[src/rtl/cnn_pkg.sv]
// Shared constants, FSM encoding and score limits for the CNN result stage.
package cnn_pkg;

   localparam int unsigned NUM_CLASSES = 10;
   localparam int unsigned SCORE_W     = 113;
   localparam int unsigned IDX_W       = 4;

   typedef enum logic [1:0] {
      ST_IDLE = 2'd0,
      ST_SCAN = 2'd1,
      ST_DONE = 2'd2
   } state_e;

   localparam logic [SCORE_W-1:0] SCORE_MIN = {1'b1, {(SCORE_W-1){1'b0}}};

endpackage

[src/rtl/argmax_update_cell.sv]
// One step of the running top-1 (and, with CNN_ARGMAX_MARGIN_EN, top-2) scan.
module argmax_update_cell #(
   parameter int unsigned SCORE_W = 113,
   parameter int unsigned IDX_W   = 4
) (
   input  logic [SCORE_W-1:0] cand,
   input  logic [IDX_W-1:0]   cand_idx,
   input  logic [SCORE_W-1:0] best,
   input  logic [IDX_W-1:0]   idx,
`ifdef CNN_ARGMAX_MARGIN_EN
   input  logic [SCORE_W-1:0] second,
   output logic [SCORE_W-1:0] second_nxt,
`endif
   output logic [SCORE_W-1:0] best_nxt,
   output logic [IDX_W-1:0]   idx_nxt
);

   always_comb begin
      best_nxt   = best;
      idx_nxt    = idx;
`ifdef CNN_ARGMAX_MARGIN_EN
      second_nxt = second;
`endif
      // Strict compare: on a tie the earlier class keeps the lead.
      if ($signed(cand) > $signed(best)) begin
         best_nxt   = cand;
         idx_nxt    = cand_idx;
`ifdef CNN_ARGMAX_MARGIN_EN
         second_nxt = best;
      end else if ($signed(cand) > $signed(second)) begin
         second_nxt = cand;
`endif
      end
   end

endmodule

[src/rtl/cnn_result_argmax.sv]
// Sequential top-1 classifier over simpleCNN scores, one class per clock.
// Optional margin/low_conf outputs are enabled by defining CNN_ARGMAX_MARGIN_EN.
module cnn_result_argmax #(
   parameter int unsigned         NUM_CLASSES   = cnn_pkg::NUM_CLASSES,
   parameter int unsigned         SCORE_W       = cnn_pkg::SCORE_W,
   parameter int unsigned         IDX_W         = cnn_pkg::IDX_W,
   parameter logic [SCORE_W:0]    MARGIN_THRESH = '0
) (
   input  logic                           clk,
   input  logic                           rst,
   input  logic                           in_valid,
   output logic                           in_ready,
   input  logic [NUM_CLASSES*SCORE_W-1:0] scores,
   output logic                           out_valid,
   input  logic                           out_ready,
   output logic [IDX_W-1:0]               class_idx,
   output logic [SCORE_W-1:0]             max_score,
`ifdef CNN_ARGMAX_MARGIN_EN
   output logic [SCORE_W:0]               margin,
   output logic                           low_conf,
`endif
   output logic [15:0]                    frame_cnt
);

   import cnn_pkg::*;

   localparam logic [SCORE_W-1:0] SCORE_MIN_W = {1'b1, {(SCORE_W-1){1'b0}}};

   state_e                         state_q, state_d;
   logic [NUM_CLASSES*SCORE_W-1:0] scores_q, scores_d;
   logic [IDX_W-1:0]               k_q, k_d, idx_q, idx_d, class_idx_q, class_idx_d;
   logic [SCORE_W-1:0]             best_q, best_d, max_score_q, max_score_d;
   logic                           in_ready_q, in_ready_d, out_valid_q, out_valid_d;
   logic [15:0]                    frame_cnt_q, frame_cnt_d;
   logic [SCORE_W-1:0]             cand, nbest;
   logic [IDX_W-1:0]               nidx;
`ifdef CNN_ARGMAX_MARGIN_EN
   logic [SCORE_W-1:0]             second_q, second_d, nsecond;
   logic [SCORE_W:0]               margin_q, margin_d, margin_w;
   logic                           low_conf_q, low_conf_d;
`endif

   assign cand = scores_q[k_q*SCORE_W +: SCORE_W];

   argmax_update_cell #(
      .SCORE_W (SCORE_W),
      .IDX_W   (IDX_W)
   ) u_cell (
      .cand       (cand),
      .cand_idx   (k_q),
      .best       (best_q),
      .idx        (idx_q),
`ifdef CNN_ARGMAX_MARGIN_EN
      .second     (second_q),
      .second_nxt (nsecond),
`endif
      .best_nxt   (nbest),
      .idx_nxt    (nidx)
   );

`ifdef CNN_ARGMAX_MARGIN_EN
   // Sign-extend both operands so best - second can never overflow.
   assign margin_w = {nbest[SCORE_W-1], nbest} - {nsecond[SCORE_W-1], nsecond};
`endif

   always_comb begin
      state_d     = state_q;
      scores_d    = scores_q;
      k_d         = k_q;
      idx_d       = idx_q;
      best_d      = best_q;
      in_ready_d  = in_ready_q;
      out_valid_d = out_valid_q;
      class_idx_d = class_idx_q;
      max_score_d = max_score_q;
      frame_cnt_d = frame_cnt_q;
`ifdef CNN_ARGMAX_MARGIN_EN
      second_d    = second_q;
      margin_d    = margin_q;
      low_conf_d  = low_conf_q;
`endif
      case (state_q)
         ST_IDLE: begin
            in_ready_d = 1'b1;
            if (in_valid && in_ready_q) begin
               scores_d   = scores;
               best_d     = scores[SCORE_W-1:0];
               idx_d      = '0;
               k_d        = IDX_W'(1);
               in_ready_d = 1'b0;
               state_d    = ST_SCAN;
`ifdef CNN_ARGMAX_MARGIN_EN
               second_d   = SCORE_MIN_W;
`endif
            end
         end
         ST_SCAN: begin
            best_d = nbest;
            idx_d  = nidx;
            k_d    = k_q + IDX_W'(1);
`ifdef CNN_ARGMAX_MARGIN_EN
            second_d = nsecond;
`endif
            // Last class: publish the result on the same edge it is resolved.
            if (k_q == IDX_W'(NUM_CLASSES-1)) begin
               state_d     = ST_DONE;
               out_valid_d = 1'b1;
               class_idx_d = nidx;
               max_score_d = nbest;
`ifdef CNN_ARGMAX_MARGIN_EN
               margin_d    = margin_w;
               low_conf_d  = (margin_w <= MARGIN_THRESH);
`endif
            end
         end
         ST_DONE: begin
            if (out_valid_q && out_ready) begin
               out_valid_d = 1'b0;
               frame_cnt_d = frame_cnt_q + 16'd1;
               in_ready_d  = 1'b1;
               state_d     = ST_IDLE;
            end
         end
         default: state_d = ST_IDLE;
      endcase
   end

   always_ff @(posedge clk) begin
      if (!rst) begin
         state_q     <= ST_IDLE;
         scores_q    <= '0;
         k_q         <= '0;
         idx_q       <= '0;
         best_q      <= '0;
         in_ready_q  <= 1'b0;
         out_valid_q <= 1'b0;
         class_idx_q <= '0;
         max_score_q <= '0;
         frame_cnt_q <= '0;
`ifdef CNN_ARGMAX_MARGIN_EN
         second_q    <= '0;
         margin_q    <= '0;
         low_conf_q  <= 1'b0;
`endif
      end else begin
         state_q     <= state_d;
         scores_q    <= scores_d;
         k_q         <= k_d;
         idx_q       <= idx_d;
         best_q      <= best_d;
         in_ready_q  <= in_ready_d;
         out_valid_q <= out_valid_d;
         class_idx_q <= class_idx_d;
         max_score_q <= max_score_d;
         frame_cnt_q <= frame_cnt_d;
`ifdef CNN_ARGMAX_MARGIN_EN
         second_q    <= second_d;
         margin_q    <= margin_d;
         low_conf_q  <= low_conf_d;
`endif
      end
   end

   assign in_ready  = in_ready_q;
   assign out_valid = out_valid_q;
   assign class_idx = class_idx_q;
   assign max_score = max_score_q;
   assign frame_cnt = frame_cnt_q;
`ifdef CNN_ARGMAX_MARGIN_EN
   assign margin    = margin_q;
   assign low_conf  = low_conf_q;
`endif

endmodule

[config.mk]
export PLATFORM = sky130hd
export DESIGN_NAME = cnn_result_argmax
export DESIGN_NICKNAME = d
export VERILOG_FILES = /design/src/rtl/cnn_pkg.sv /design/src/rtl/argmax_update_cell.sv /design/src/rtl/cnn_result_argmax.sv
export SDC_FILE = /design/constraint.sdc
export NUM_CORES = 2
export LEC_CHECK = 0
export BUFFER_PORTS_ARGS = -buffer_cell sky130_fd_sc_hd__buf_2
export CAP_MARGIN = 10
export CORE_AREA = 8 8 483 485
export DETAILED_ROUTE_END_ITERATION = 12
export DIE_AREA = 0 0 491 493
export PLACE_DENSITY = 0.55
export SETUP_SLACK_MARGIN = 0.3
export SLEW_MARGIN = 40
export SYNTH_ARGS = -nofsm -noshare
export SYNTH_HDL_FRONTEND = slang
export SYNTH_SLANG_ARGS = --single-unit
[constraint.sdc]
create_clock -name clk -period 4 [get_ports clk]
set_input_delay 0.2 -clock clk [delete_from_list [all_inputs] [get_ports clk]]
set_output_delay 0.2 -clock clk [all_outputs]
set_load 0.01 [all_outputs]
# After elaboration in Yosys (flattened, before gate mapping)
# Index checks and enable logic that the tools add are counted.
dict set report totals {
  in_bits 1134
  out_inout_bits 135
  wordCells 52
  reg_bits 1388
}
dict set report op_classes {
  addsub 2
  mux 18
  reduce_logical 13
  n_eq_ne 6
  order_cmp 1
  mul 1
  shifts 1
}
# cell count
set ops {}
lappend ops {{1130-bit by 12-bit variable part select with 113-bit output} 1}
lappend ops {{113-bit 2-to-1 mux} 2}
lappend ops {{113-bit case mux with 2 select lines} 1}
lappend ops {{113-bit greater-than comparator} 1}
lappend ops {{16-bit by 1-bit adder with 16-bit output, second input constant} 1}
lappend ops {{4-bit case mux with 2 select lines} 2}
lappend ops {{4-bit 2-to-1 mux} 3}
lappend ops {{4-bit by 7-bit multiplier with 11-bit output, second input constant} 1}
lappend ops {{2-bit AND reduction} 5}
lappend ops {{2-bit 2-to-1 mux} 3}
lappend ops {{2-bit != test, second input constant} 3}
lappend ops {{2-bit case mux with 3 select lines} 1}
lappend ops {{3-bit AND reduction} 2}
lappend ops {{2-bit nonzero test} 3}
lappend ops {{4-bit by 1-bit adder with 4-bit output, second input constant} 1}
lappend ops {{4-bit equality test, second input constant} 1}
lappend ops {{1-bit 2-to-1 mux} 4}
lappend ops {{1-bit case mux with 2 select lines} 2}
lappend ops {{2-bit by 1-bit equality test with 1-bit output, second input constant} 1}
lappend ops {{2-bit equality test, second input constant} 1}
lappend ops {{1-bit logical AND} 2}
lappend ops {{2-bit logical NOT} 1}

# Depth between registers and ports, before layout
dict set report depth {
  depth_word 5
  ltp_mapped 20
  depth_no_buf 12
}

# Cells and area by module
# Synthesis repeated with hierarchy kept, for this count alone.
dict set report hier_totals {
  hier_cells 7252
  area_unflattened_um2 60226.5
}
# module cells_per_inst seq_area_each_um2 area_per_inst_um2 instances
set by_module_without_submodules {}
lappend by_module_without_submodules {cnn_result_argmax 6708 27786.6 55946.2 1}
lappend by_module_without_submodules {argmax_update_cell 544 0.0 4280.4 1}

# Worst setup path after synthesis
# OpenSTA, ideal clock, no wires.
dict set report synth_timing {
  kind {register to register}
  startpoint {reg k_q[0]}
  endpoint {reg max_score_q[100], in the netlist max_score[100]}
  period_less_slack_ns 4.422
  n_path_buf 5
  t_arrival_ns 4.300
  stages_incl_launch_ff 18
  setup_time_ns 0.122
  t_required_ns 3.878
  setup_slack_ns -0.422
  cell_sequence {dfxtp_1 -> buf_2 -> buf_1 -> mux4_2 -> mux2i_1 -> o22ai_1 -> ha_1 -> a21o_1 -> a21o_1 -> a221oi_2 -> o21ai_1 -> a2111oi_2 -> a41oi_1 -> or2_1 -> buf_2 -> buf_6 -> buf_6 -> o311a_1}
}
dict set report synth_via {
  elab_chain_cells 4
  elab_cells_between_ends 6
  classes_between {mul (1); order compare (1); eq/ne (1); shift (1); mux (1); reduce/logical (1)}
}
# item line_no
set synth_rtl {}
lappend synth_rtl {{start, declared} cnn_result_argmax.sv:31} ;# logic [IDX_W-1:0] k_q, k_d, idx_q, idx_d, class_idx_q, class_idx_d;
lappend synth_rtl {{start signal, assigned} cnn_result_argmax.sv:148} ;# k_q <= k_d;
lappend synth_rtl {{4-bit by 7-bit multiplier with 11-bit output} cnn_result_argmax.sv:43} ;# assign cand = scores_q[k_q*SCORE_W +: SCORE_W];
lappend synth_rtl {{1130-bit by 12-bit variable part select with 113-bit output} cnn_result_argmax.sv:43}
lappend synth_rtl {{113-bit greater-than comparator} argmax_update_cell.sv:25} ;# if ($signed(cand) > $signed(best)) begin
lappend synth_rtl {{113-bit 2-to-1 mux} argmax_update_cell.sv:25}
lappend synth_rtl {{end signal, assigned} cnn_result_argmax.sv:154} ;# max_score_q <= max_score_d;
lappend synth_rtl {{end, declared} cnn_result_argmax.sv:32} ;# logic [SCORE_W-1:0] best_q, best_d, max_score_q, max_score_d;
# Several ways; a longest one is shown, not always the timed one.
# A chain may end at the register's enable or synchronous reset.

# Worst setup path after layout
dict set report layout_timing {
  startpoint {reg k_q[0]}
  endpoint {reg best_q[78]}
}
dict set report layout_via {
  elab_chain_cells 5
}
# item line_no
set layout_rtl {}
lappend layout_rtl {{4-bit by 7-bit multiplier with 11-bit output *} cnn_result_argmax.sv:43}
lappend layout_rtl {{1130-bit by 12-bit variable part select with 113-bit output *} cnn_result_argmax.sv:43}
lappend layout_rtl {{113-bit greater-than comparator} argmax_update_cell.sv:25}
lappend layout_rtl {{113-bit 2-to-1 mux *} argmax_update_cell.sv:25}
lappend layout_rtl {{113-bit case mux with 2 select lines *} cnn_result_argmax.sv:82} ;# case (state_q)
lappend layout_rtl {{end signal, assigned} cnn_result_argmax.sv:150} ;# best_q <= best_d;
lappend layout_rtl {{end, declared} cnn_result_argmax.sv:32}
# Mark *: on every way between the ends. The rest lies on a longest branch, timed or not.

==> out/metrics.csv <==
metric,value,unit
Die W,491,um
Avg Inst Size Synth,8.30,um2
"wirelength, routed",308000,um
dominant cell type by area after synthesis,dfxtp_1,
clk sinks,1388,
Placement Setup Slack,-1.42,ns
IO Pins,1269,
Syn Inst Count,7463,
via count,67200,
Yosys cell types,54,
most common cell in the netlist,nand2_1,
critical path class,flip-flop to flip-flop,
Final nets,11200,
ys async rst share,0,%
slew margin rel.,43.8,%
vias per cell,5.13,
CTS root buf,clkbuf_16,
utilization after layout,42.0,%
register area share after synthesis,44.8,%
core area,226000,um2
TritonCTS Buffers,157,
"EDFF count, synth",0,
Post-DRT Antenna Nets,0,
Worst Hold Class,input pin to flip-flop,
CP endpoint,best_q[78],
DRT iter0 DRCs,5737,
number of global-route vias before repair,66800,
# DRC,0,
Tcrit/Tclk final,123,%
Lkg Pwr,0.0359,uW
GRT Residual Overflow,0,
Worst-Skew Late Latency,0.82,ns
r2r startpoint,k_q[0],
die area,242000,um2
Initial Utilization,27.4,%
die height,493,um
actual slew at the worst max-slew pin,0.843,ns
Non-Filler Instances,13100,
largest net degree at the start of global routing,121,
commonest cells in the netlist,"nand2_1, dfxtp_1, a21oi_1",
Worst Slack Setup Final,-0.926,ns
Worst Path Required,4.70,ns
crit path launch type,flip-flop,
htree depth,4,
Detailed Routing Iterations Pass 1,6,
area grow syn2layout,53.0,%
Post-synth top flop,dfxtp_1,
setup repair after global routing missed its margin,true,
Post-DP HPWL,212000,um
Reg-to-Reg End,best_q[78],
register bit count reported by yosys,1388,
Synth area leaders,"dfxtp_1, nand2_1, a21oi_1, mux4_2, mux2i_1",
failing checks,setup timing,
worst-path fanout max,7,
Yosys warning total,0,
CP endpoint kind,flip-flop,
CTS Buffer Depth,3,
outcome,"complete, but fails checks",
post-synth net total,8713,
Final Max Slew Viols,0,
FMAX,203,MHz
initial antenna violation count,24,
worst reg2reg path depth,20,
CP arrival,5.63,ns
GRT Total Usage,23.1,%
PortBufs,1268,
Cells after DPL,11500,
Worst Setup SP,k_q[0],
maximum vdd drop,0.000407,V
CTS tree,built,
first-pass GRT wire length,432000,um
clock slew at reported path FFs,0.06,ns
Worst Clk Skew,0.0420,ns
top cell type's share of synthesized area,44.8,%
Max Cap Viol,0,
flop2flop setup slack,-0.93,ns
Final Hold Fails,0,
Routed WL per cell,23.5,um
Placer Congestion,0.915,
final setup vio count,234,
fin crit period,4.93,ns
Rows,175,
Power per Cell Area,427,nW/um2
mapped cell area,62000,um2
share of cells above drive strength 1,24.8,%
## power breakdown
part           internal [uW]  switching, uW
Sequential             14500            410
Combinational           4830           5410
Clock                   9050           6310
## per-stage QoR
step	setup TNS [ns]	power (uW)	hold slack, ns	area (um2)
after detailed placement	-303.01	21800	0.444	73700
after global routing	-221.06	41900	0.147	94800
after CTS	-180.83	38900	0.0988	92300
final	-187.89	40500	0.169	94800
after floorplan	0	18700	0.336	62200
after global placement	-371.37	21700	0.438	73600
## logic make-up (layout without fill, tap and decap cells)
group / count (synthesis) / count (layout) / synth area share, %
other: 0 / 17 / 0
AND/OR/NAND/NOR: 2881 / 2881 / 18.3
flip-flops: 1388 / 1388 / 44.8
AO/OA/AOI/OAI: 1813 / 1813 / 17.4
multiplexers: 456 / 456 / 11.9
adder cells (fa/ha/maj): 116 / 116 / 2.34
XOR/XNOR: 12 / 12 / 0.170
buffers and inverters: 797 / 3399 / 5.03
## registers in the layout (all words and copies together), names as in the netlist
| signal | cells |
|---|---|
| best_q | 113 |
| class_idx | 4 |
| frame_cnt | 16 |
| idx_q | 4 |
| in_ready | 1 |
| k_q | 4 |
| max_score | 113 |
| out_valid | 1 |
| scores_q | 1130 |
| state_q | 2 |
## what timing repair did
action                                   CTS  global route
endpoints found under the hold margin   1260             0
cloned                                    16            59
pin swaps                                 31           117
hold buffers                            1136             0
endpoints found under the setup margin   234           234
gates resized for setup                  172           255
setup buffers                             46            22
## worst max-delay path: stages, from the launching register on
cell and delay [ns]:
dfxtp_4 0.36, buf_6 0.10, buf_12 0.15, buf_16 0.20
buf_16 0.16, mux4_2 0.50, mux2i_1 0.17, o22ai_1 0.11
ha_1 0.41, a21oi_2 0.17, nand2_2 0.11, a221oi_4 0.45
a311oi_2 0.16, buf_4 0.17, a211oi_4 0.22, a41oi_4 0.20
buf_12 0.20, clkbuf_16 0.18, clkbuf_16 0.17, or3_1 0.33
a31oi_1 0.22
## metal layers
metal	wire length, um	share of wire [%]	up-vias	GRT usage, %
met3	22600	7.3	844	5.06
met1	122000	40	32300	27.7
met5	155	0.050	-	0
met2	142000	46	3249	37.8
met4	21700	7.0	24	14.1
li1	-	-	30800	-
## cell type report
cell class	count	area, um2
diodes	17	42.5
clock buffers	223	4650
clock inverters	64	851
fillers	21700	131000
inverters	121	462
multi-input cells	5278	32200
flip-flops and latches	1388	27800
well taps	3009	3760
repair buffers	2991	25100
## placed cells by master (no fill, tap or decap), types with 12 or more instances in the layout
cell	count
o22ai_1	89
o311ai_0	29
or3_1	104
o311a_1	113
buf_12	92
o22ai_2	21
o311ai_1	63
clkbuf_8	39
clkinv_2	25
diode_2	17
nand3_1	20
inv_1	120
nand2_1	2409
o311ai_2	13
a21oi_1	1177
dlygate4sd3_1	1136
o211ai_1	113
buf_2	1268
buf_16	31
a31oi_1	114
nand4_1	25
mux2i_2	14
or3_4	12
mux2i_1	206
buf_4	347
buf_8	30
clkbuf_16	204
ha_1	112
mux4_2	226
bufinv_16	14
clkbuf_1	23
o21ai_0	23
nor2_1	256
buf_6	42
dfxtp_1	1384
## worst min-delay path by stage
stage | end | depth (start not counted) | start
after detailed placement | scores_q[724] | 2 | scores_q[724]
after floorplan | scores_q[113] | 2 | scores[113]
after global placement | scores_q[412] | 2 | scores_q[412]
final | scores_q[737] | 4 | scores[737]
after CTS | scores_q[244] | 4 | scores[244]
after global routing | scores_q[737] | 4 | scores[737]
Note: power is estimated with default switching activity, not from simulation.
